**src/rtl/motion_pkg.sv**
```systemverilog
// Shared types for the motion detector: FSM state encoding and
// counter width helper derived from the frame size.
package motion_pkg;

  typedef enum logic {
    IDLE  = 1'b0,
    ACCUM = 1'b1
  } state_t;

  function automatic int cnt_width(input int pixels);
    return $clog2(pixels + 1);
  endfunction

endpackage

```
**src/rtl/result_hold.sv**
```systemverilog
// Holds a published result under a valid/ack handshake and flags overruns.
// Ports: publish/data_in load a result; ack consumes it; clear drops overrun.
module result_hold #(
  parameter int W = 8
)(
  input  logic         clk,
  input  logic         reset,
  input  logic         publish,
  input  logic [W-1:0] data_in,
  input  logic         ack,
  input  logic         clear,
  output logic         valid,
  output logic [W-1:0] data,
  output logic         overrun
);

  // A result still pending and not consumed this cycle gets overwritten.
  logic lost;
  assign lost = publish && valid && !ack;

  always_ff @(posedge clk or posedge reset) begin
    if (reset) begin
      valid   <= 1'b0;
      data    <= '0;
      overrun <= 1'b0;
    end else begin
      if (publish) begin
        valid <= 1'b1;
        data  <= data_in;
      end else if (ack) begin
        valid <= 1'b0;
      end
      if (lost) begin
        overrun <= 1'b1;
      end else if (clear) begin
        overrun <= 1'b0;
      end
    end
  end

endmodule

```
**src/rtl/motion_detector.sv**
```systemverilog
// Counts changed pixels per frame and publishes count and motion verdict.
// Ports: frame_start/valid_data/frame_difference in; result handshake out.
module motion_detector
  import motion_pkg::*;
#(
  parameter  int FRAME_PIXELS  = 76800,
  parameter  int MOTION_THRESH = 2000,
  localparam int CNT_W         = cnt_width(FRAME_PIXELS)
)(
  input  logic             clk,
  input  logic             reset,
  input  logic             frame_start,
  input  logic             frame_difference,
  input  logic             valid_data,
  output logic             result_valid,
  input  logic             result_ack,
  output logic [CNT_W-1:0] change_count,
  output logic             motion_detected,
  output logic             busy,
  output logic             short_frame,
  output logic             sync_err,
  output logic             overrun,
  input  logic             clear_err
);

  state_t           state, state_n;
  logic [CNT_W-1:0] pix_cnt, pix_n;
  logic [CNT_W-1:0] chg_acc, acc_n;
  logic [CNT_W-1:0] diff_ext;
  logic [CNT_W-1:0] sum;
  logic             last_beat;
  logic             motion_now;
  logic             publish;
  logic             short_set;
  logic             sync_set;

  assign diff_ext   = {{(CNT_W-1){1'b0}}, frame_difference};
  assign sum        = chg_acc + diff_ext;
  assign last_beat  = (pix_cnt == CNT_W'(FRAME_PIXELS - 1));
  assign motion_now = (sum >= CNT_W'(MOTION_THRESH));
  assign busy       = (state == ACCUM);

  always_ff @(posedge clk or posedge reset) begin
    if (reset) begin
      state   <= IDLE;
      pix_cnt <= '0;
      chg_acc <= '0;
    end else begin
      state   <= state_n;
      pix_cnt <= pix_n;
      chg_acc <= acc_n;
    end
  end

  always_comb begin
    state_n   = state;
    pix_n     = pix_cnt;
    acc_n     = chg_acc;
    publish   = 1'b0;
    short_set = 1'b0;
    sync_set  = 1'b0;
    case (state)
      IDLE: begin
        if (frame_start) begin
          // A coincident beat is pixel 0 of the new frame.
          state_n = ACCUM;
          pix_n   = valid_data ? CNT_W'(1) : '0;
          acc_n   = valid_data ? diff_ext : '0;
        end else if (valid_data) begin
          sync_set = 1'b1;
        end
      end
      ACCUM: begin
        if (frame_start) begin
          // Abort: partial count is dropped, never published.
          short_set = 1'b1;
          pix_n     = valid_data ? CNT_W'(1) : '0;
          acc_n     = valid_data ? diff_ext : '0;
        end else if (valid_data) begin
          if (last_beat) begin
            publish = 1'b1;
            state_n = IDLE;
            pix_n   = '0;
            acc_n   = '0;
          end else begin
            pix_n = pix_cnt + CNT_W'(1);
            acc_n = sum;
          end
        end
      end
      default: state_n = IDLE;
    endcase
  end

  // Sticky error flags: a set event beats a simultaneous clear.
  always_ff @(posedge clk or posedge reset) begin
    if (reset) begin
      short_frame <= 1'b0;
      sync_err    <= 1'b0;
    end else begin
      if (short_set) begin
        short_frame <= 1'b1;
      end else if (clear_err) begin
        short_frame <= 1'b0;
      end
      if (sync_set) begin
        sync_err <= 1'b1;
      end else if (clear_err) begin
        sync_err <= 1'b0;
      end
    end
  end

  logic [CNT_W:0] res_q;

  result_hold #(
    .W(CNT_W + 1)
  ) u_hold (
    .clk    (clk),
    .reset  (reset),
    .publish(publish),
    .data_in({motion_now, sum}),
    .ack    (result_ack),
    .clear  (clear_err),
    .valid  (result_valid),
    .data   (res_q),
    .overrun(overrun)
  );

  assign motion_detected = res_q[CNT_W];
  assign change_count    = res_q[CNT_W-1:0];

endmodule

```
**config.mk**
```make
export PLATFORM = sky130hd
export DESIGN_NAME = motion_detector
export DESIGN_NICKNAME = d
export VERILOG_FILES = /design/src/rtl/motion_pkg.sv /design/src/rtl/result_hold.sv /design/src/rtl/motion_detector.sv
export SDC_FILE = /design/constraint.sdc
export NUM_CORES = 1
export LEC_CHECK = 0
export ABC_AREA = 1
export BUFFER_PORTS_ARGS = -buffer_cell sky130_fd_sc_hd__buf_2
export CORE_MARGIN = 2
export CORE_UTILIZATION = 25
export CTS_CLUSTER_SIZE = 25
export DETAILED_ROUTE_END_ITERATION = 10
export GPL_TIMING_DRIVEN = 0
export PLACE_DENSITY = 0.44
export SYNTH_ARGS = -nofsm -noshare
export SYNTH_HDL_FRONTEND = slang
export SYNTH_SLANG_ARGS = --single-unit
export TNS_END_PERCENT = 5
```
**constraint.sdc**
```tcl
create_clock -name clk -period 2.4 [get_ports clk]
set_clock_uncertainty 0.05 [all_clocks]
set_input_delay 0.12 -clock clk [delete_from_list [all_inputs] [get_ports clk]]
set_output_delay 0.12 -clock clk [all_outputs]
set_load 0.01 [all_outputs]
```
### Word-level counts from Yosys, hierarchy flattened

Cells that the tools add are included.

| storage, ports and cells | value |
|---|---|
| input bits | 7 |
| bits in registers | 57 |
| memory bits (writable) | 0 |
| memories kept | 0 |
| output and inout port bits | 23 |
| latch bits | 0 |
| logic and storage cells | 54 |
| bits in read-only memories | 0 |

| operators by class | value |
|---|---|
| equal/unequal tests | 3 |
| reduce and logical (&&, ||, !) cells | 8 |
| multiply operators | 0 |
| $add $sub $neg | 2 |
| bitwise operators | 1 |
| $lt $le $gt $ge | 1 |
| shifts and indexed selects | 0 |
| multiplexer cells | 31 |
| divide/modulo/power cells | 0 |

Operators with widths:

| kind | count |
|---|---|
| $mux W17 | 8 |
| $pmux W17 S2 | 2 |
| $mux W1 | 20 |
| $add A17 B1 Y17 | 1 |
| $add A17 B1 Y17 const B | 1 |
| $eq A17 B17 Y1 const B | 1 |
| $ge A17 B11 Y1 const B | 1 |
| $reduce_bool A2 Y1 | 4 |
| $ne A3 B3 Y1 const B | 1 |
| $logic_and A1 B1 Y1 | 2 |
| $ne A2 B2 Y1 const B | 1 |
| $pmux W1 S2 | 1 |
| $reduce_and A2 Y1 | 1 |
| $logic_not A1 Y1 | 1 |
| $not A1 Y1 | 1 |

### Longest topological paths before layout

Gate-level depths: netlist of the first run.

| logic depth | value |
|---|---|
| depth in word-level cells | 8 |
| mapped depth | 13 |

### Cells and area by module

From an unflattened synthesis of the first run, not the netlist that was laid out.

| second synthesis, totals | value |
|---|---|
| cells, all modules | 410 |
| area total of the unflattened synthesis | 3113.0 µm² |

By module, submodules not included:

| module | sequential area each (µm²) | instances | area each (µm²) | cells an instance |
|---|---|---|---|---|
| motion_detector | 925.9 | 1 | 2329.7 | 324 |
| result_hold | 500.5 | 1 | 783.3 | 86 |

### Worst setup path after synthesis of the first run

Ideal clock, no wire load.

| timing | value |
|---|---|
| path kind | register to register |
| from | register chg_acc[0] |
| to | register u_hold.data[17] |
| path buffers | 0 |
| setup slack | 0.649 ns |
| library setup time | 0.116 ns |
| stages on the path, launching flop included | 12 |
| data arrival time | 1.584 ns |
| cell sequence | dfrtp_1 > ha_1 > ha_1 > nand2_1 > nor2_2 > nand2_1 > o21ai_0 > nand2_1 > nor2_1 > nand3_1 > nand2_1 > nand2_1 |

| between the ends | value |
|---|---|
| longest elaborated chain between the ends | 2 |

RTL lines:

| what | RTL line | source |
|---|---|---|
| from (decl) | motion_detector.sv:28 | `logic [CNT_W-1:0] chg_acc, acc_n;` |
| from (signal assigned) | motion_detector.sv:51 | `chg_acc <= acc_n;` |
| $add A17 B1 Y17 | motion_detector.sv:38 | `assign sum = chg_acc + diff_ext;` |
| $ge A17 B11 Y1 | motion_detector.sv:40 | `assign motion_now = (sum >= CNT_W'(MOTION_THRESH));` |
| to (signal assigned) | result_hold.sv:29 | `data <= data_in;` |
| to (decl) | result_hold.sv:13 | `output logic [W-1:0] data,` |

No other way between the ends.
A chain may end at the register's enable or synchronous reset.

### Worst setup path after layout of the first run

Same ends and word-level chain as after synthesis.

==> impl_metrics.prom, run 1 <==
# TYPE chip_impl_metric gauge
chip_impl_metric{name="drt_iter0_markers",unit=""} 83
chip_impl_metric{name="post_synth_instance_area",unit="sq um"} 3070
chip_impl_metric{name="period_share",unit="%"} 87.5
chip_impl_info{name="end_kind",value="flop"} 1
chip_impl_metric{name="dp_hpwl",unit="microns"} 5660
chip_impl_metric{name="synthAdderAreaFrac",unit="%"} 1.22
chip_impl_metric{name="antenna_violations_before_repair",unit=""} 0
chip_impl_info{name="rsz0062_at_grt",value="no"} 1
chip_impl_metric{name="synth_cells",unit=""} 379
chip_impl_metric{name="seq_area_frac_synth",unit="%"} 46.5
chip_impl_metric{name="power.ir.vdd_worst",unit="mV"} 0.297
chip_impl_metric{name="clk_path_buf_depth",unit=""} 2
chip_impl_metric{name="critical_path_required",unit="ps"} 2580
chip_impl_metric{name="synth.avg_cell_area",unit="sq um"} 8.10
chip_impl_metric{name="route.detailed.wl_per_inst",unit="microns"} 13.7
chip_impl_metric{name="power_frac_clock",unit="%"} 53.0
chip_impl_metric{name="num_antenna_cells",unit=""} 0
chip_impl_metric{name="floorplan.die.height",unit="microns"} 115
chip_impl_metric{name="avgViaCountPerCell",unit=""} 4.63
chip_impl_metric{name="power.density",unit="nW/um^2"} 630
chip_impl_metric{name="p_leak",unit="uW"} 0.00171
chip_impl_metric{name="synth-compound-area-share",unit="%"} 12.8
chip_impl_metric{name="latest_clock_arrival_within_the_worst_skew_pair",unit="ps"} 330
chip_impl_metric{name="drv_slew",unit=""} 0
chip_impl_metric{name="post_route_cells_drive_above_1_share",unit="%"} 19.9
chip_impl_info{name="worst-setup-path-type",value="flop to flop"} 1
chip_impl_metric{name="report.final.setup_viol",unit=""} 0
chip_impl_metric{name="switching_power_as_a_share_of_total_power",unit="%"} 22.6
chip_impl_metric{name="cp.arrival",unit="ps"} 2270
chip_impl_metric{name="postRouteWirelength",unit="microns"} 7840
chip_impl_metric{name="finalHoldWorstSlack",unit="ps"} 21.9
chip_impl_metric{name="setup_total_negative_slack",unit="ps"} 0
chip_impl_metric{name="synthToLayoutAreaGrowth",unit="%"} 21.6
chip_impl_metric{name="first_pass_grt_wire_length",unit="microns"} 13200
chip_impl_metric{name="power.combinational.fraction",unit="%"} 5.0
chip_impl_metric{name="gp_routability_congestion",unit=""} 0.857
chip_impl_metric{name="yosys-mux-area-fraction",unit="%"} 0
chip_impl_metric{name="yosysWarnings",unit=""} 0
chip_impl_metric{name="floorplan.core_area",unit="sq um"} 12000
chip_impl_metric{name="final.min_clock_period",unit="ps"} 2100
chip_impl_metric{name="fp.dieW",unit="microns"} 115
chip_impl_info{name="status",value="completed"} 1
chip_impl_info{name="tritoncts",value="done"} 1
chip_impl_metric{name="grt_start_max_net_pins",unit=""} 31
chip_impl_metric{name="fin_ws",unit="ps"} 301
chip_impl_metric{name="clock-sinks",unit=""} 57
chip_impl_metric{name="grt.total_usage",unit="%"} 12.9
chip_impl_metric{name="num_vias",unit=""} 2655
chip_impl_metric{name="cts-buffers-inserted",unit=""} 9
chip_impl_metric{name="ys_types",unit=""} 37
chip_impl_metric{name="slew_headroom",unit="%"} 57.2
chip_impl_info{name="timing.hold.worst.class",value="input pin to flop"} 1
chip_impl_metric{name="post-cts-setup-buffer-count",unit=""} 0
chip_impl_metric{name="clkSlewWorstSetupHoldPaths",unit="ps"} 50
chip_impl_metric{name="yosys_register_bits",unit=""} 57
chip_impl_metric{name="port-buffer-count",unit=""} 29
chip_impl_metric{name="ioPinCount",unit=""} 30
chip_impl_metric{name="seqPwrFrac",unit="%"} 42.1
chip_impl_metric{name="synth_nets",unit=""} 389
chip_impl_metric{name="report.final.hold_viol_count",unit=""} 0
chip_impl_metric{name="clock_tree.htree_level_count",unit=""} 3
chip_impl_metric{name="via_count_of_the_first_global_routing_pass",unit=""} 2717
chip_impl_metric{name="maximum_clock_frequency",unit="GHz"} 0.476
chip_impl_info{name="synth_top_family_by_area",value="simple AND/OR/NAND/NOR gates"} 1
chip_impl_info{name="cell_at_the_root_of_the_clock_tree",value="sky130_fd_sc_hd__clkbuf_16"} 1
chip_impl_metric{name="max_slew.worst_pin.slew",unit="ps"} 640
chip_impl_metric{name="initial_utilization",unit="%"} 25.6
chip_impl_metric{name="place_worst_setup_slack",unit="ps"} 301
chip_impl_metric{name="n_fill_cell",unit=""} 1286
chip_impl_metric{name="nNetsFinal",unit=""} 432
chip_impl_info{name="worst_setup_path_start_kind",value="flop"} 1
chip_impl_metric{name="max_capacitance_violation_count",unit=""} 0
chip_impl_metric{name="internal-power",unit="uW"} 1820
chip_impl_metric{name="route.antenna.remaining_nets",unit=""} 0
chip_impl_metric{name="placementRows",unit=""} 40
chip_impl_metric{name="critPathMaxFanout",unit=""} 5
chip_impl_metric{name="drt_drc_violations_left",unit=""} 0
chip_impl_metric{name="post_synth_and_or_nand_nor_area_fraction",unit="%"} 29.1
chip_impl_metric{name="grt_overflow",unit=""} 0
chip_impl_metric{name="die_area",unit="sq um"} 13200
chip_impl_metric{name="yosys.area_share.xor_xnor",unit="%"} 1.71
chip_impl_metric{name="number_of_detailed_route_iterations_in_the_first_pass",unit=""} 4
chip_impl_metric{name="power.switching",unit="uW"} 533
==> cells by family after synthesis <==
group,after synthesis
simple gates,196
buf+inv,61
flops,57
compound gates,56
xor+xnor,6
fa+ha+maj,3
==> cell type report <==
cell class | count | area [sq um] | area share (%)
plain buffers | 7 | 62.6 | 1.68
clock buffers | 14 | 284 | 7.61
clock inverters | 2 | 10.0 | 0.268
inverters | 54 | 205 | 5.50
multi-input cells | 261 | 1380 | 36.9
flip-flops and latches | 57 | 1430 | 38.2
well taps | 147 | 184 | 4.93
repair buffers | 32 | 185 | 4.96
==> registers in the layout (all words and copies together), names as in the netlist <==
register,cells
u_hold.overrun,1
pix_cnt,17
chg_acc,17
u_hold.data,18
u_hold.valid,1
short_frame,1
sync_err,1
busy,1
==> per-layer routing <==
layer  GRT usage [%]  wire, microns
met5               0              0
met4            4.82            153
met3            3.48            296
met2            21.5           3660
met1            16.0           3730
==> worst max-delay path, stage by stage (launching register included) <==
cell	delay, ps
sky130_fd_sc_hd__dfrtp_1	340
sky130_fd_sc_hd__ha_1	250
sky130_fd_sc_hd__ha_1	250
sky130_fd_sc_hd__nand3_1	140
sky130_fd_sc_hd__nor2_1	260
sky130_fd_sc_hd__nand4_1	120
sky130_fd_sc_hd__nand2_1	170
sky130_fd_sc_hd__nand2_1	70
sky130_fd_sc_hd__nor2_1	130
sky130_fd_sc_hd__nand3_1	100
sky130_fd_sc_hd__nand2_1	60
sky130_fd_sc_hd__nand2_1	40
==> placed cells by master, fill, tap and decap left out, drive strengths merged <==
cell type / count
nand2: 98
or2: 1
ha: 3
a21oi: 2
nor3b: 1
o221ai: 1
dfrtp: 57
and2: 1
nor3: 10
xnor2: 1
nand4: 11
o21ai: 26
xor2: 5
a41oi: 1
inv: 54
clkbuf: 14
nor2: 40
o21bai: 3
o211a: 1
buf: 37
nand3: 32
dlygate4sd3: 2
clkinv: 2
o32ai: 1
nand3b: 2
o22ai: 20
a31oi: 1
==> stage by stage <==
stage                     util [%]  instances  instance area [sq um]  total power, uW
after floorplan                  -        379                   3070             1080
after global placement        28.3        555                   3400             1120
after detailed placement      28.5        556                   3420             1120
after CTS                     31.1        574                   3730             2380
after global routing          31.1        574                   3730             2430
final                         31.1        574                   3730             2350
==> synthesized netlist by cell type, drive strengths merged <==
cell / n / share of area (%)
o21bai: 3 / 0.73
buf: 7 / 2.0
a41oi: 1 / 0.29
or2: 1 / 0.20
nor3b: 1 / 0.24
xor2: 5 / 1.4
and2: 1 / 0.20
ha: 3 / 1.2
nand4: 11 / 2.2
nand3: 32 / 5.8
o32ai: 1 / 0.29
inv: 54 / 6.7
nor2: 40 / 5.8
xnor2: 1 / 0.29
o22ai: 20 / 4.3
nand2: 98 / 12
o221ai: 1 / 0.29
o21ai: 26 / 6.1
a21oi: 2 / 0.33
a31oi: 1 / 0.20
dfrtp: 57 / 46
nor3: 10 / 2.0
nand3b: 2 / 0.49
o211a: 1 / 0.33
==> final timing paths <==
path / to / slack, ps / depth (start not counted) / startpoint
max reg2reg: u_hold.data[17] / 300 / 11 / chg_acc[0]
min in group asynchronous: pix_cnt[4] / 380 / 3 / reset
min: u_hold.valid / 20 / 4 / result_ack
max: u_hold.data[17] / 300 / 11 / chg_acc[0]
min reg2reg: u_hold.data[10] / 420 / 2 / u_hold.data[10]
max in group asynchronous: u_hold.data[6] / 1320 / 4 / reset
==> timing repair <==
action                                 4_1_cts  5_1_grt
resized for setup                            0        0
endpoints found under the hold margin       30        0
hold buffers                                 2        0
==> power groups by stage <==
| stage | sequential, uW | combinational, uW | clock, uW |
|---|---|---|---|
| global placement | 1010 | 112 | 0 |
| CTS | 990 | 120 | 1270 |
| finish | 990 | 117 | 1250 |
| detailed placement | 1010 | 116 | 0 |
| global route | 992 | 133 | 1300 |
| floorplan | 1000 | 74.8 | 0 |
Note: power is estimated with default switching activity, not from simulation.
==> run 2: changes to the inputs <==
--- a/config.mk
+++ b/config.mk
@@ -12,6 +12,7 @@
 export CTS_CLUSTER_SIZE = 25
 export DETAILED_ROUTE_END_ITERATION = 10
 export GPL_TIMING_DRIVEN = 0
+export HOLD_SLACK_MARGIN = 0.1
 export PLACE_DENSITY = 0.44
 export SYNTH_ARGS = -nofsm -noshare
 export SYNTH_HDL_FRONTEND = slang
==> run 2 against run 1 <==
Global-route usage barely moved. Highest routed layer unchanged. Sequential share of layout area shrank 0.41 points. Critical path depth is 2 higher. Setup slack worse by 78 ps. Sequential power is essentially flat. Cell count rose by 0.70%. Register-to-register slack hardly changed. Largest cell class unchanged. Count of clock-buffer cells in the layout is the same. Critical path type is now input pin to flop. Cell area up 1.1%. Clock power about the same. Sequential cell count stayed put.
==> impl_metrics.prom, run 2 (synthesis results as in run 1) <==
# TYPE chip_impl_metric gauge
chip_impl_info{name="rsz0062_at_grt",value="no"} 1
chip_impl_metric{name="route.antenna.remaining_nets",unit=""} 0
chip_impl_metric{name="floorplan.core_area",unit="sq um"} 12000
chip_impl_metric{name="grt_start_max_net_pins",unit=""} 31
chip_impl_metric{name="post_cts_hold_buffer_count",unit=""} 6
chip_impl_info{name="status",value="completed"} 1
chip_impl_metric{name="fp.dieW",unit="microns"} 115
chip_impl_metric{name="post_route_cells_drive_above_1_share",unit="%"} 19.7
chip_impl_metric{name="critical_path_required",unit="ps"} 2570
chip_impl_metric{name="clkSlewWorstSetupHoldPaths",unit="ps"} 50
chip_impl_info{name="cell_at_the_root_of_the_clock_tree",value="sky130_fd_sc_hd__clkbuf_16"} 1
chip_impl_metric{name="initial_utilization",unit="%"} 25.6
chip_impl_metric{name="die_area",unit="sq um"} 13200
chip_impl_info{name="end_kind",value="flop"} 1
chip_impl_metric{name="crit_path_max_incr_delay",unit="ps"} 510
chip_impl_metric{name="synthToLayoutAreaGrowth",unit="%"} 22.9
chip_impl_metric{name="nNetsFinal",unit=""} 436
chip_impl_metric{name="drv_slew",unit=""} 0
chip_impl_metric{name="crit_buf_inv",unit=""} 2
chip_impl_metric{name="avgViaCountPerCell",unit=""} 4.59
chip_impl_metric{name="p_leak",unit="uW"} 0.00173
chip_impl_metric{name="period_share",unit="%"} 90.7
chip_impl_metric{name="final.min_clock_period",unit="ps"} 2180
chip_impl_metric{name="max_capacitance_violation_count",unit=""} 0
chip_impl_metric{name="report.final.hold_viol_count",unit=""} 0
chip_impl_info{name="crit_slowest_cell",value="sky130_fd_sc_hd__dlygate4sd3_1"} 1
chip_impl_metric{name="num_vias",unit=""} 2654
chip_impl_metric{name="grt_overflow",unit=""} 0
chip_impl_metric{name="clk_path_buf_depth",unit=""} 2
chip_impl_metric{name="clock-sinks",unit=""} 57
chip_impl_info{name="mostFrequentLayoutCell",value="sky130_fd_sc_hd__nand2_1"} 1
chip_impl_metric{name="postRouteWirelength",unit="microns"} 7820
chip_impl_metric{name="drt_drc_violations_left",unit=""} 0
chip_impl_info{name="crit_chain",value="dlygate4sd3_1, buf_2, ha_1, ha_1, nand3_1, nor2_1, nand4_1, nand2_1, nand2_1, nor2_1, nand3_1, nand2_1, nand2_1"} 1
chip_impl_info{name="worst-setup-path-type",value="input pin to flop"} 1
chip_impl_metric{name="cts-buffers-inserted",unit=""} 9
chip_impl_info{name="worst_setup_path_start_kind",value="input pin"} 1
chip_impl_metric{name="number_of_detailed_route_iterations_in_the_first_pass",unit=""} 4
chip_impl_metric{name="post_cts_resize_count",unit=""} 0
chip_impl_metric{name="critPathMaxFanout",unit=""} 5
chip_impl_info{name="top_regs",value="u_hold.data (18), chg_acc (17), pix_cnt (17)"} 1
chip_impl_metric{name="drt_iter0_markers",unit=""} 77
chip_impl_metric{name="gp_routability_congestion",unit=""} 0.857
chip_impl_metric{name="via_count_of_the_first_global_routing_pass",unit=""} 2732
chip_impl_metric{name="latest_clock_arrival_within_the_worst_skew_pair",unit="ps"} 330
chip_impl_metric{name="ioPinCount",unit=""} 30
chip_impl_info{name="timing.hold.worst.class",value="input pin to flop"} 1
chip_impl_info{name="layout_common_cells",value="sky130_fd_sc_hd__nand2_1 (96), sky130_fd_sc_hd__dfrtp_1 (57), sky130_fd_sc_hd__inv_1 (48)"} 1
chip_impl_metric{name="route.detailed.wl_per_inst",unit="microns"} 13.5
chip_impl_metric{name="finish.instance_area",unit="sq um"} 3770
chip_impl_metric{name="grt.total_usage",unit="%"} 12.9
chip_impl_metric{name="num_antenna_cells",unit=""} 0
chip_impl_metric{name="post-cts-setup-buffer-count",unit=""} 0
chip_impl_metric{name="first_pass_grt_wire_length",unit="microns"} 13200
chip_impl_metric{name="largest_reg_flops",unit=""} 18
chip_impl_metric{name="stdcell_count",unit=""} 578
chip_impl_metric{name="power.ir.vdd_worst",unit="mV"} 0.297
chip_impl_metric{name="report.final.setup_viol",unit=""} 0
chip_impl_metric{name="placementRows",unit=""} 40
chip_impl_metric{name="setup_total_negative_slack",unit="ps"} 0
chip_impl_metric{name="maximum_clock_frequency",unit="GHz"} 0.459
chip_impl_metric{name="max_slew.worst_pin.slew",unit="ps"} 639
chip_impl_metric{name="port-buffer-count",unit=""} 29
chip_impl_info{name="cpMostUsedCell",value="sky130_fd_sc_hd__nand2_1"} 1
chip_impl_metric{name="floorplan.die.height",unit="microns"} 115
chip_impl_metric{name="power.density",unit="nW/um^2"} 624
chip_impl_metric{name="clock_tree.htree_level_count",unit=""} 3
chip_impl_metric{name="dpl-instance-area",unit="sq um"} 3420
chip_impl_metric{name="slew_headroom",unit="%"} 57.4
chip_impl_metric{name="cp.arrival",unit="ps"} 2350
chip_impl_metric{name="dp_hpwl",unit="microns"} 5660
chip_impl_info{name="largest_register",value="u_hold.data"} 1
chip_impl_info{name="path_delay_family",value="simple AND/OR/NAND/NOR gates"} 1
chip_impl_metric{name="antenna_violations_before_repair",unit=""} 0
chip_impl_metric{name="place.detailed.instances",unit=""} 556
chip_impl_info{name="tritoncts",value="done"} 1
[run 2: per-layer routing]
metal / share of wire (%) / wire (microns) / up-vias / track usage (%)
met5: 0 / 0 / - / 0
met4: 2.1 / 161 / 0 / 4.82
met3: 2.7 / 213 / 15 / 3.48
met2: 47 / 3670 / 44 / 21.5
met1: 48 / 3780 / 1256 / 16.0
li1: - / - / 1339 / -
[run 2: cell type report]
class | count | area (sq um)
inverter | 54 | 205
sequential | 57 | 1430
multi-input combinational | 261 | 1380
tap | 147 | 184
fill | 1285 | 8240
clock buffer | 14 | 284
timing repair buffer | 36 | 225
clock inverter | 2 | 10.0
buffer | 7 | 62.6
[run 2: per-stage QoR]
stage | setup slack, ps | hold WS, ps | power [uW] | utilization, %
finish | 223 | 123 | 2360 | 31.4
global route | 28.6 | 141 | 2430 | 31.4
CTS | 208 | 111 | 2390 | 31.4
detailed placement | 301 | 203 | 1120 | 28.5
global placement | -93.5 | 318 | 1120 | 28.3
floorplan | 649 | 162 | 1080 | -
[run 2: where the power goes]
| part | internal, uW | switching, uW |
|---|---|---|
| sequential | 977 | 13.6 |
| clock | 807 | 438 |
| combinational | 41.5 | 79.1 |
| total | 1830 | 531 |
[run 2: tightest hold or removal path, delay by kind of cell]
family	cells	cell delay [ps]
AOI/OAI and AO/OA	1	80
buffers and inverters	2	250
[run 2: final timing paths]
| path | start | endpoint | slack [ps] | cells after the start |
|---|---|---|---|---|
| min reg2reg | u_hold.data[10] | u_hold.data[10] | 420 | 2 |
| max | frame_difference | u_hold.data[17] | 220 | 13 |
| min | valid_data | sync_err | 120 | 3 |
| min in group asynchronous | reset | pix_cnt[4] | 380 | 3 |
| max reg2reg | chg_acc[0] | u_hold.data[17] | 310 | 11 |
| max in group asynchronous | reset | u_hold.data[6] | 1320 | 4 |
